===== src/rtl/gamepad_reader_if.sv =====
// rtl/gamepad_reader_if.sv - SNES gamepad PMOD serial bus (latch / clock / data)
interface gamepad_reader_if;
  logic pad_data;
  logic pad_latch;
  logic pad_clk;

  modport master (
    input  pad_data,
    output pad_latch,
    output pad_clk
  );

  modport slave (
    output pad_data,
    input  pad_latch,
    input  pad_clk
  );
endinterface


===== src/rtl/gamepad_reader.sv =====
// rtl/gamepad_reader.sv - SNES gamepad poller: latches, shifts 16 active-low bits, publishes decoded buttons
module gamepad_reader #(
  parameter int HALF_PERIOD   = 150,
  parameter int POLL_INTERVAL = 416667,
  parameter int NUM_BITS      = 16
) (
  input  logic             clk,
  input  logic             reset,
  gamepad_reader_if.master pad,
  output logic             up,
  output logic             down,
  output logic             left,
  output logic             right,
  output logic             attack,
  output logic [11:0]      buttons,
  output logic             pad_present,
  output logic             frame_done
);

  localparam int PW = $clog2(2 * HALF_PERIOD);
  localparam int CW = $clog2(POLL_INTERVAL);
  localparam int BW = $clog2(NUM_BITS);

  localparam logic [PW-1:0] LATCH_LAST = PW'(2 * HALF_PERIOD - 1);
  localparam logic [PW-1:0] HALF_LAST  = PW'(HALF_PERIOD - 1);
  localparam logic [CW-1:0] POLL_LAST  = CW'(POLL_INTERVAL - 1);
  localparam logic [BW-1:0] BIT_LAST   = BW'(NUM_BITS - 1);

  typedef enum logic [2:0] {
    S_IDLE,
    S_LATCH,
    S_SAMPLE,
    S_CLK_LOW,
    S_DONE
  } state_t;

  state_t              r_state;
  logic [PW-1:0]       r_phase;
  logic [CW-1:0]       r_poll;
  logic [BW-1:0]       r_bit;
  logic [NUM_BITS-1:0] r_raw;
  logic                r_sync1;
  logic                r_sync2;
  logic                r_pad_latch;
  logic                r_pad_clk;
  logic                r_up;
  logic                r_down;
  logic                r_left;
  logic                r_right;
  logic                r_attack;
  logic [11:0]         r_buttons;
  logic                r_present;
  logic                r_frame_done;

  logic                w_present;
  logic [11:0]         w_buttons;

  // An unplugged pad reads all zeros through the board pull-down.
  assign w_present = |r_raw;
  assign w_buttons = w_present ? ~r_raw[11:0] : 12'h000;

  always_ff @(posedge clk) begin
    if (!reset) begin
      r_state      <= S_IDLE;
      r_phase      <= '0;
      r_poll       <= '0;
      r_bit        <= '0;
      r_raw        <= '0;
      r_sync1      <= 1'b0;
      r_sync2      <= 1'b0;
      r_pad_latch  <= 1'b0;
      r_pad_clk    <= 1'b1;
      r_up         <= 1'b0;
      r_down       <= 1'b0;
      r_left       <= 1'b0;
      r_right      <= 1'b0;
      r_attack     <= 1'b0;
      r_buttons    <= '0;
      r_present    <= 1'b0;
      r_frame_done <= 1'b0;
    end else begin
      r_sync1      <= pad.pad_data;
      r_sync2      <= r_sync1;
      r_frame_done <= 1'b0;
      if (r_poll != '0) begin
        r_poll <= r_poll - 1'b1;
      end

      case (r_state)
        S_IDLE: begin
          if (r_poll == '0) begin
            r_state     <= S_LATCH;
            r_pad_latch <= 1'b1;
            r_phase     <= LATCH_LAST;
            r_poll      <= POLL_LAST;
            r_bit       <= '0;
          end
        end
        S_LATCH: begin
          if (r_phase == '0) begin
            r_state     <= S_SAMPLE;
            r_pad_latch <= 1'b0;
            r_phase     <= HALF_LAST;
          end else begin
            r_phase <= r_phase - 1'b1;
          end
        end
        S_SAMPLE: begin
          if (r_phase == '0) begin
            r_raw[r_bit] <= r_sync2;
            r_state      <= S_CLK_LOW;
            r_pad_clk    <= 1'b0;
            r_phase      <= HALF_LAST;
          end else begin
            r_phase <= r_phase - 1'b1;
          end
        end
        S_CLK_LOW: begin
          if (r_phase == '0) begin
            r_pad_clk <= 1'b1;
            if (r_bit == BIT_LAST) begin
              r_state <= S_DONE;
            end else begin
              r_bit   <= r_bit + 1'b1;
              r_state <= S_SAMPLE;
              r_phase <= HALF_LAST;
            end
          end else begin
            r_phase <= r_phase - 1'b1;
          end
        end
        S_DONE: begin
          r_present    <= w_present;
          r_buttons    <= w_buttons;
          r_up         <= w_buttons[4];
          r_down       <= w_buttons[5];
          r_left       <= w_buttons[6];
          r_right      <= w_buttons[7];
          r_attack     <= w_buttons[0] | w_buttons[8];
          r_frame_done <= 1'b1;
          r_state      <= S_IDLE;
        end
        default: begin
          r_state <= S_IDLE;
        end
      endcase
    end
  end

  assign pad.pad_latch = r_pad_latch;
  assign pad.pad_clk   = r_pad_clk;
  assign up            = r_up;
  assign down          = r_down;
  assign left          = r_left;
  assign right         = r_right;
  assign attack        = r_attack;
  assign buttons       = r_buttons;
  assign pad_present   = r_present;
  assign frame_done    = r_frame_done;

endmodule


===== src/flat_wrapper.sv =====
// flat-port wrapper written by rule: the top's interface ports become plain ports
module gamepad_reader_flat 
#(
  parameter int HALF_PERIOD   = 150,
  parameter int POLL_INTERVAL = 416667,
  parameter int NUM_BITS      = 16
)
  (clk, reset, up, down, left, right, attack, buttons, pad_present, frame_done, pad_pad_data, pad_pad_latch, pad_pad_clk);
  gamepad_reader_if pad_i ();
  input  logic clk;
  input  logic reset;
  output logic up;
  output logic down;
  output logic left;
  output logic right;
  output logic attack;
  output logic [11:0] buttons;
  output logic pad_present;
  output logic frame_done;
  input wire logic [$bits(pad_i.pad_data)-1:0] pad_pad_data;
  output wire logic [$bits(pad_i.pad_latch)-1:0] pad_pad_latch;
  output wire logic [$bits(pad_i.pad_clk)-1:0] pad_pad_clk;
  assign pad_i.pad_data = pad_pad_data;
  assign pad_pad_latch = pad_i.pad_latch;
  assign pad_pad_clk = pad_i.pad_clk;
  gamepad_reader #(.HALF_PERIOD(HALF_PERIOD), .POLL_INTERVAL(POLL_INTERVAL), .NUM_BITS(NUM_BITS)) u_core (.clk(clk), .reset(reset), .pad(pad_i), .up(up), .down(down), .left(left), .right(right), .attack(attack), .buttons(buttons), .pad_present(pad_present), .frame_done(frame_done));
endmodule

===== config.mk =====
export PLATFORM = sky130hd
export DESIGN_NAME = gamepad_reader_flat
export DESIGN_NICKNAME = d
export VERILOG_FILES = /design/src/rtl/gamepad_reader_if.sv /design/src/rtl/gamepad_reader.sv /design/src/flat_wrapper.sv
export SDC_FILE = /design/constraint.sdc
export NUM_CORES = 1
export LEC_CHECK = 0
export BUFFER_PORTS_ARGS = -buffer_cell sky130_fd_sc_hd__buf_4
export CORE_MARGIN = 5
export CORE_UTILIZATION = 55
export DETAILED_ROUTE_END_ITERATION = 7
export PLACE_DENSITY_LB_ADDON = 0.25
export SLEW_MARGIN = 10
export SYNTH_ARGS = -nofsm -noshare
export SYNTH_HDL_FRONTEND = slang
export SYNTH_SLANG_ARGS = --single-unit

===== constraint.sdc =====
create_clock -name clk -period 3.9 [get_ports clk]
set_input_delay 0.39 -clock clk [delete_from_list [all_inputs] [get_ports clk]]
set_output_delay 0.39 -clock clk [all_outputs]
set_load 0.05 [all_outputs]

=== Word level (Yosys, flattened, before mapping) ===
Cells that the tools add are included.

* Bits in registers: 74
* Input port bits: 3
* Output and inout bits: 21
* Word-level logic and storage cells: 80

* Add/sub/neg operators: 3
* Order comparisons: 2
* Equal/unequal tests: 11
* Multiplexer cells: 28
* Bitwise logic cells: 2
* Reductions and logical operators: 17

{| class="wikitable"
|+ Operators by type and width
! operator !! number
|-
| $mux 19 || 3
|-
| $mux 9 || 4
|-
| $pmux 9 s3 || 1
|-
| $logic_not 19->1 || 1
|-
| $reduce_bool 19->1 || 1
|-
| $sub 19x1->19 const B || 1
|-
| $bwmux 16 || 1
|-
| $reduce_or 16->1 || 1
|-
| $mux 3 || 5
|-
| $mux 12 || 1
|-
| $mux 4 || 3
|-
| $not 12->12 || 1
|-
| $pmux 3 s4 || 1
|-
| $logic_not 9->1 || 1
|-
| $reduce_and 3->1 || 3
|-
| $sub 9x1->9 const B || 1
|-
| $ne 2x1->1 const B || 4
|-
| $pmux 4 s2 || 1
|-
| $reduce_and 4->1 || 2
|-
| $eq 3x2->1 const B || 2
|-
| $reduce_bool 2->1 || 3
|-
| $lt 4x5->1 const B || 1
|-
| $mux 1 || 5
|-
| $add 4x1->4 const B || 1
|-
| other kinds (14) || 15
|}

=== Logic depth before layout (Yosys ltp) ===
Gate-level depths: netlist of the first run.

* Depth in word-level cells: 5
* Gate-level depth with buffers: 11
* Mapped depth without buffers: 9

=== Worst setup path before layout of the first run ===
Ideal clock, no wire load.

* Path type: flip-flop to flip-flop
* From: register u_core.r_phase[0]
* To: register u_core.r_phase[7]
* Setup time: 0.119 ns
* Data arrival time: 2.385 ns
* Slack: 1.397 ns
* Stages on the path, launching flop included: 9
* Period minus slack after synthesis: 2.503 ns
* Path through: dfxtp_1 > inv_1 > ha_1 > or4b_2 > nor4_1 > or2_2 > clkbuf_1 > a41oi_1 > o221a_1

* Word-level cells in the longest chain between the ends: 3
* Elaborated cells between the ends (all ways): 7

{| class="wikitable"
|+ RTL lines
! what !! line !! text
|-
| from (decl) || gamepad_reader.sv:38 || <nowiki>logic [PW-1:0] r_phase;</nowiki>
|-
| from (signal assigned) || gamepad_reader.sv:105 || <nowiki>r_phase <= r_phase - 1'b1;</nowiki>
|-
| from (signal assigned) || gamepad_reader.sv:115 || <nowiki>r_phase <= r_phase - 1'b1;</nowiki>
|-
| from (signal assigned) || gamepad_reader.sv:129 || <nowiki>r_phase <= r_phase - 1'b1;</nowiki>
|-
| $sub 9x1->9 or $logic_not 9->1 (tied branches) || - ||
|-
| $mux 9, or another cell as far along || gamepad_reader.sv:119 || <nowiki>if (r_phase == '0) begin</nowiki>
|-
| $pmux 9 s3 or $reduce_and 3->1 (tied branches) || - ||
|}

Parallel ways exist; a longest one is shown, timed or not.
A chain may end at the register's enable or synchronous reset.

=== Final worst setup path of the first run ===
* From: register u_core.r_poll[0]
* To: register u_core.r_phase[6]

* Word-level cells in the longest chain between the ends: 3

{| class="wikitable"
|+ RTL lines
! what !! line !! text
|-
| from (decl) || gamepad_reader.sv:39 || <nowiki>logic [CW-1:0] r_poll;</nowiki>
|-
| from (signal assigned) || gamepad_reader.sv:86 || <nowiki>r_poll <= r_poll - 1'b1;</nowiki>
|-
| $logic_not 19->1 || gamepad_reader.sv:91 || <nowiki>if (r_poll == '0) begin</nowiki>
|-
| $ne 2x1->1 (no source line) || - ||
|-
| $reduce_and 3->1 (no source line) || - ||
|}

Every way passes these cells.

==> flow_summary.ini, run 1 <==
[status]
run_status = complete, no violations

[detailed_routing]
dr_total_vias = 2904
routedWlPerCell_um = 14.4
drc = 0
route.detailed.vias_per_inst = 5.91
drtAntennaViolNets = 0
drt_iter0_drc = 155
total_detailed_routing_wirelength_mm = 7.07
firstDrtPassIters = 5

[worst_setup_path]
worst_r2r_startpoint = u_core.r_poll[0]$_SDFF_PN0_
timing.critical_path.arrival_ns = 2.95
worst-path-max-fanout = 16
path_class = flop to flop
r2r_slack_ns = 1.19
critical_path.max_stage_delay_ns = 0.59
required_ns = 4.14
path_cells = inv_1 > ha_1 > or4b_1 > or4_1 > nor2_8 > inv_4 > a211o_1 > o31a_1
worst_setup_path_start_kind = flop
worstSetupEndpointType = flop
crit_path_slowest_cell = or4_1
reg2reg_to = u_core.r_phase[6]$_SDFFE_PN0P_
worst_r2r_path_depth = 8

[floorplanning]
die-height_um = 88.2
fp.dieArea_um2 = 7780
placeableCoreArea_um2 = 5920
io_pins = 24
die_w_um = 88.2
floorplan.initialDensity_pct = 56.8
std_cell_rows = 28

[cells_and_area]
drive_gt1_share_pct = 12.7
layout.filler_cells = 528
area.growth.synth_to_final_pct = 10.8
antenna_cells_inserted = 0
final_nets = 422

[clocking]
tritoncts = done
cts_sinks = 70
setup_fix_bufs_post_cts = 0
cts.clk_slew.worst_paths_ns = 0.07
cts.hold.buffers_added = 0
clock_tree.buffer_depth = 2
clk_root_buffer_cell = clkbuf_8
post_cts_resized = 0
clk-insertion-delay-late_ns = 0.35
ctsHtreeMaxLevel = 3
cts_buffers = 9

[synth]
synth.yosys.seq_area_share_pct = 41.7
synth_cell_type_count = 49
synth-seq-cells = 70
post_synth_inst_count = 400
synth-main-ff-cell = dfxtp_1
synth_compound_area_share_pct = 16.2
synth_simple_gate_area_share_pct = 27.3
synth_edf_count = 0
synthArstFlopShare_pct = 0
synth_fp_nets = 411
synth_top_family_by_area = simple AND/OR/NAND/NOR gates
post_synth_fa_ha_maj_area_fraction_pct = 2.98
netlist_area_um2 = 3360
yosys.area_share.xor_xnor_pct = 1.30
synthMuxAreaShare_pct = 5.66
avgSynthCellArea_um2 = 8.40
synth.yosys.warnings = 0

[timing]
setup_ws_ns = 1.19
timing.final.max_slew_violations = 0
setup_total_negative_slack_ns = 0
max_slew_margin_pct = 38.0
clock.fmax_mhz = 369
report.final.hold_viol_count = 0
worst_pin_slew_ns = 0.927
rsz_0062_raised_after_global_routing = false
finalWorstPathRequiredPeriod_ns = 2.71
finalSetupViolations = 0
timing.clock.skew_ns = 0.00712
finalCritPeriodShare_pct = 69.5

[global_routing]
grt_max_degree = 53
wire_length_of_the_first_global_routing_pass_mm = 12.0
grt_overflow_total = 0
groute.usage.overall_pct = 19.3
grt_antenna_before_repair = 0
first_global_vias = 2712

[pwr]
vdd.ir_drop.worst_uv = 474
static-leakage-power_nw = 1.51
total_power_mw = 2.79
power.density_nw_per_um2 = 748

[placement]
detailedPlacementHpwl_mm = 4.83
portBuffers = 23
placer_congestion_estimate = 0.842
pre_cts_ws_ns = 1.20

[worst_hold_path]
hold_endpoint = u_core.r_sync1$_SDFF_PN0_
min_delay_path_depth = 2
hold_path.class = input port to flop
min_from = pad_pad_data

[flow_run]
drv_cap = 0
-- through the flow --
stage | hold slack [ns] | instance area, µm² | utilization, % | std cells
after global routing | 0.251 | 3720 | 62.9 | 491
after global placement | 0.419 | 3530 | 59.7 | 475
after CTS | 0.242 | 3720 | 62.9 | 491
final | 0.254 | 3720 | 62.9 | 491
after detailed placement | 0.424 | 3530 | 59.7 | 475
after floorplan | 0.412 | 3360 | - | 400
-- how the worst max path moves through the flow --
stage	start	endpoint
global route	u_core.r_phase[0]$_SDFFE_PN0P_	u_core.r_phase[2]$_SDFFE_PN0P_
floorplan	u_core.r_phase[0]$_SDFFE_PN0P_	u_core.r_phase[7]$_SDFFE_PN0P_
global placement	u_core.r_poll[0]$_SDFF_PN0_	u_core.r_phase[6]$_SDFFE_PN0P_
finish	u_core.r_poll[0]$_SDFF_PN0_	u_core.r_phase[6]$_SDFFE_PN0P_
detailed placement	u_core.r_poll[0]$_SDFF_PN0_	u_core.r_phase[6]$_SDFFE_PN0P_
CTS	u_core.r_poll[0]$_SDFF_PN0_	u_core.r_phase[6]$_SDFFE_PN0P_
-- where the power goes --
| part | internal [mW] | switching (mW) |
|---|---|---|
| clock | 0.294 | 0.274 |
| combinational | 0.491 | 0.725 |
| sequential | 0.854 | 0.149 |
-- layer usage --
metal  part of all wire, %  track usage, %
met3                   5.0            3.39
met5                     0               0
met4                   2.1            10.9
met1                    48            24.4
met2                    45            31.1
-- synthesized netlist by cell type (all sizes together) (12+ instances only) --
cell type	number	area (µm²)
nand3	28	140
and2	15	93.8
a21oi	18	90.1
inv	12	47.6
nor2	25	110
o21ai	21	105
dfxtp	70	1400
clkbuf	20	75.1
nor4	13	81.3
nor3	13	65.1
mux2i	19	190
nand2	48	180
-- layout make-up --
| class | instances | area (µm²) | share of cell area [%] |
|---|---|---|---|
| timing repair buffer | 26 | 195 | 5.24 |
| multi-input combinational | 292 | 1800 | 48.2 |
| clock buffer | 10 | 128 | 3.43 |
| inverter | 12 | 47.5 | 1.28 |
| clock inverter | 6 | 62.6 | 1.68 |
| sequential | 70 | 1400 | 37.6 |
| tap | 75 | 93.8 | 2.52 |
-- critical path: cells and delay by family (launching register included) --
kind | cells | cell delay, ns
AND/OR/NAND/NOR | 3 | 1.26
AO/OA/AOI/OAI | 2 | 0.67
flip-flops | 1 | 0.32
buffers and inverters | 2 | 0.20
adder cells (fa/ha/maj) | 1 | 0.14
-- kinds of logic (layout without fill, tap and decap cells) --
kind of cell | count (synthesis) | after routing
AO/OA/AOI/OAI | 83 | 83
XOR/XNOR | 5 | 5
adder cells (fa/ha/maj) | 8 | 8
buffers and inverters | 38 | 54
flip-flops | 70 | 70
multiplexers | 19 | 19
AND/OR/NAND/NOR | 177 | 177
-- registers in the layout, summed over array words and instances, names as in the netlist --
register              cells
u_core.pad.pad_clk        1
u_core.attack             1
u_core.r_poll            19
u_core.r_bit              4
u_core.buttons           12
u_core.pad.pad_latch      1
u_core.r_state            3
u_core.r_sync1            1
u_core.frame_done         1
u_core.r_raw             16
u_core.pad_present        1
u_core.r_phase            9
u_core.r_sync2            1
-- layout by cell type (no fill, tap or decap), types with 3 or more instances in the layout --
cell	netlist	final
clkbuf_8	0	9
nand4_1	6	6
nor4_1	13	13
a41oi_1	3	3
nand2_1	48	48
dfxtp_1	70	70
o31ai_1	5	5
a31oi_1	7	7
o21ai_0	21	21
xnor2_1	5	5
nor3_1	13	13
nand3_1	28	28
nor2_1	24	24
clkinv_2	0	3
or2_2	5	5
buf_4	5	26
inv_1	10	10
a211oi_1	9	9
ha_1	8	8
and2_1	14	14
nand2b_1	4	4
mux2i_1	19	19
o21a_1	4	4
a21oi_1	18	18
or3_1	5	5
No activity file was read; power rests on OpenSTA's default activity.
==> run 2: changes to the inputs <==
==> constraint.sdc (replaced) <==
create_clock -name clk -period 2.5 [get_ports clk]
set_input_delay 0.25 -clock clk [delete_from_list [all_inputs] [get_ports clk]]
set_output_delay 0.25 -clock clk [all_outputs]
set_load 0.05 [all_outputs]
==> run 2 against run 1 <==
Against the previous run: flip-flop and latch count unchanged; combinational power up 81%; critical path depth is the same; worst setup slack got worse by 1.1 ns; sequential power grew 56%.
==> flow_summary.ini, run 2 (synthesis gave the netlist of run 1 again) <==
[cells_and_area]
drive_gt1_share_pct = 18.1
final_nets = 437
mostFrequentLayoutCell = dfxtp_1
registers.top_by_ff_count = u_core.r_poll
antenna_cells_inserted = 0
final_cell_mix = 70 x dfxtp_1, 48 x nand2_1, 41 x buf_4
final_core_utilization_pct = 65.6
largest_register_ff_count = 19
area.growth.synth_to_final_pct = 15.5
finalInstanceArea_um2 = 3880

[detailed_routing]
route.detailed.vias_per_inst = 5.87
drt_iter0_drc = 184
total_detailed_routing_wirelength_mm = 7.78
drc = 0
routedWlPerCell_um = 15.4
dr_total_vias = 2969
firstDrtPassIters = 4
drtAntennaViolNets = 0

[global_routing]
wire_length_of_the_first_global_routing_pass_mm = 13.0
groute.usage.overall_pct = 21.3
first_global_vias = 2808
grt_overflow_total = 0
grt_antenna_before_repair = 0
grt_max_degree = 33

[worst_setup_path]
path_buf_inv = 2
path_class = flop to flop
crit_path_slowest_cell = or4_4
critical_path.max_stage_delay_ns = 0.54
required_ns = 2.74
worst_setup_path_start_kind = flop
timing.critical_path.arrival_ns = 2.70
cp_top_delay_family = simple AND/OR/NAND/NOR gates
worstSetupPathDepth = 8
worst-path-max-fanout = 6
worstSetupEndpointType = flop
path_cells = inv_2 > ha_1 > or4b_4 > or4_4 > nor2_8 > inv_4 > a211o_4 > o31a_1
worst_r2r_path_depth = 8

[timing]
max_slew_margin_pct = 40.8
finalWorstPathRequiredPeriod_ns = 2.45
report.final.hold_viol_count = 0
timing.final.max_slew_violations = 0
clock.fmax_mhz = 408
timing.clock.skew_ns = 0.0119
setup_ws_ns = 0.0471
finalCritPeriodShare_pct = 98.1
finalSetupViolations = 0
worst_pin_slew_ns = 0.881

[status]
run_status = complete, no violations

[worst_hold_path]
min_delay_path_depth = 2
hold_path.class = input port to flop

[placement]
portBuffers = 23
placer_congestion_estimate = 0.840
detailedPlacementHpwl_mm = 5.58
place_area_um2 = 3650
pre_cts_ws_ns = 0.00278

[clocking]
clock_tree.buffer_depth = 2
cts_buffers = 9
clk-insertion-delay-late_ns = 0.35
setup_fix_bufs_post_cts = 0
cts.clk_slew.worst_paths_ns = 0.08
tritoncts = done
cts.hold.buffers_added = 0
cts_sinks = 70
clk_root_buffer_cell = clkbuf_8
ctsHtreeMaxLevel = 3

[floorplanning]
io_pins = 24
floorplan.initialDensity_pct = 56.8
std_cell_rows = 28
fp.dieArea_um2 = 7780
die_w_um = 88.2
placeableCoreArea_um2 = 5920
die-height_um = 88.2

[pwr]
power.density_nw_per_um2 = 1200
vdd.ir_drop.worst_uv = 903
total_power_mw = 4.67
static-leakage-power_nw = 1.59

[flow_run]
drv_cap = 0
## run 2: routing by layer
layer  part of all wire [%]  vias to the layer above  wire length, µm  global-route usage (%)
met5                      0                        -                0                       0
met2                     49                       60             3830                    35.3
li1                       -                     1497                -                       -
met4                    2.1                        0              167                    9.07
met1                     44                     1397             3460                    26.7
met3                    4.1                       15              318                    4.52
## run 2: area by class of cell
cell class	instances	area, µm²
clock buffers	9	124
clock inverters	7	73.8
fillers	506	2040
inverters	12	47.5
multi-input cells	292	1830
flip-flops and latches	70	1400
well taps	75	93.8
repair buffers	41	308
## run 2: timing repair
action | in CTS | in global routing
endpoints found under the hold margin | 0 | 0
gates resized for setup | 1 | 7
pin swaps | 0 | 1
endpoints found under the setup margin | 1 | 9
## run 2: final timing paths
check	from	endpoint	slack, ns
worst max-delay path	u_core.r_poll[1]$_SDFF_PN0_	u_core.r_phase[6]$_SDFFE_PN0P_	0.05
worst min-delay path	pad_pad_data	u_core.r_sync1$_SDFF_PN0_	0.12
worst max register to register	u_core.r_poll[1]$_SDFF_PN0_	u_core.r_phase[6]$_SDFFE_PN0P_	0.05
worst min register to register	u_core.r_sync1$_SDFF_PN0_	u_core.r_sync2$_SDFF_PN0_	0.44
## run 2: through the flow
step / hold WS (ns) / TNS [ns] / instances
after detailed placement: 0.431 / 0 / 490
after CTS: 0.0991 / 0 / 506
after global placement: 0.423 / 0 / 490
after floorplan: 0.377 / 0 / 400
final: 0.116 / 0 / 506
after global routing: 0.113 / -0.0628 / 506
## run 2: report_power, final
part | switching [mW] | internal (mW)
Clock | 0.441 | 0.463
Combinational | 1.24 | 0.970
Sequential | 0.224 | 1.33
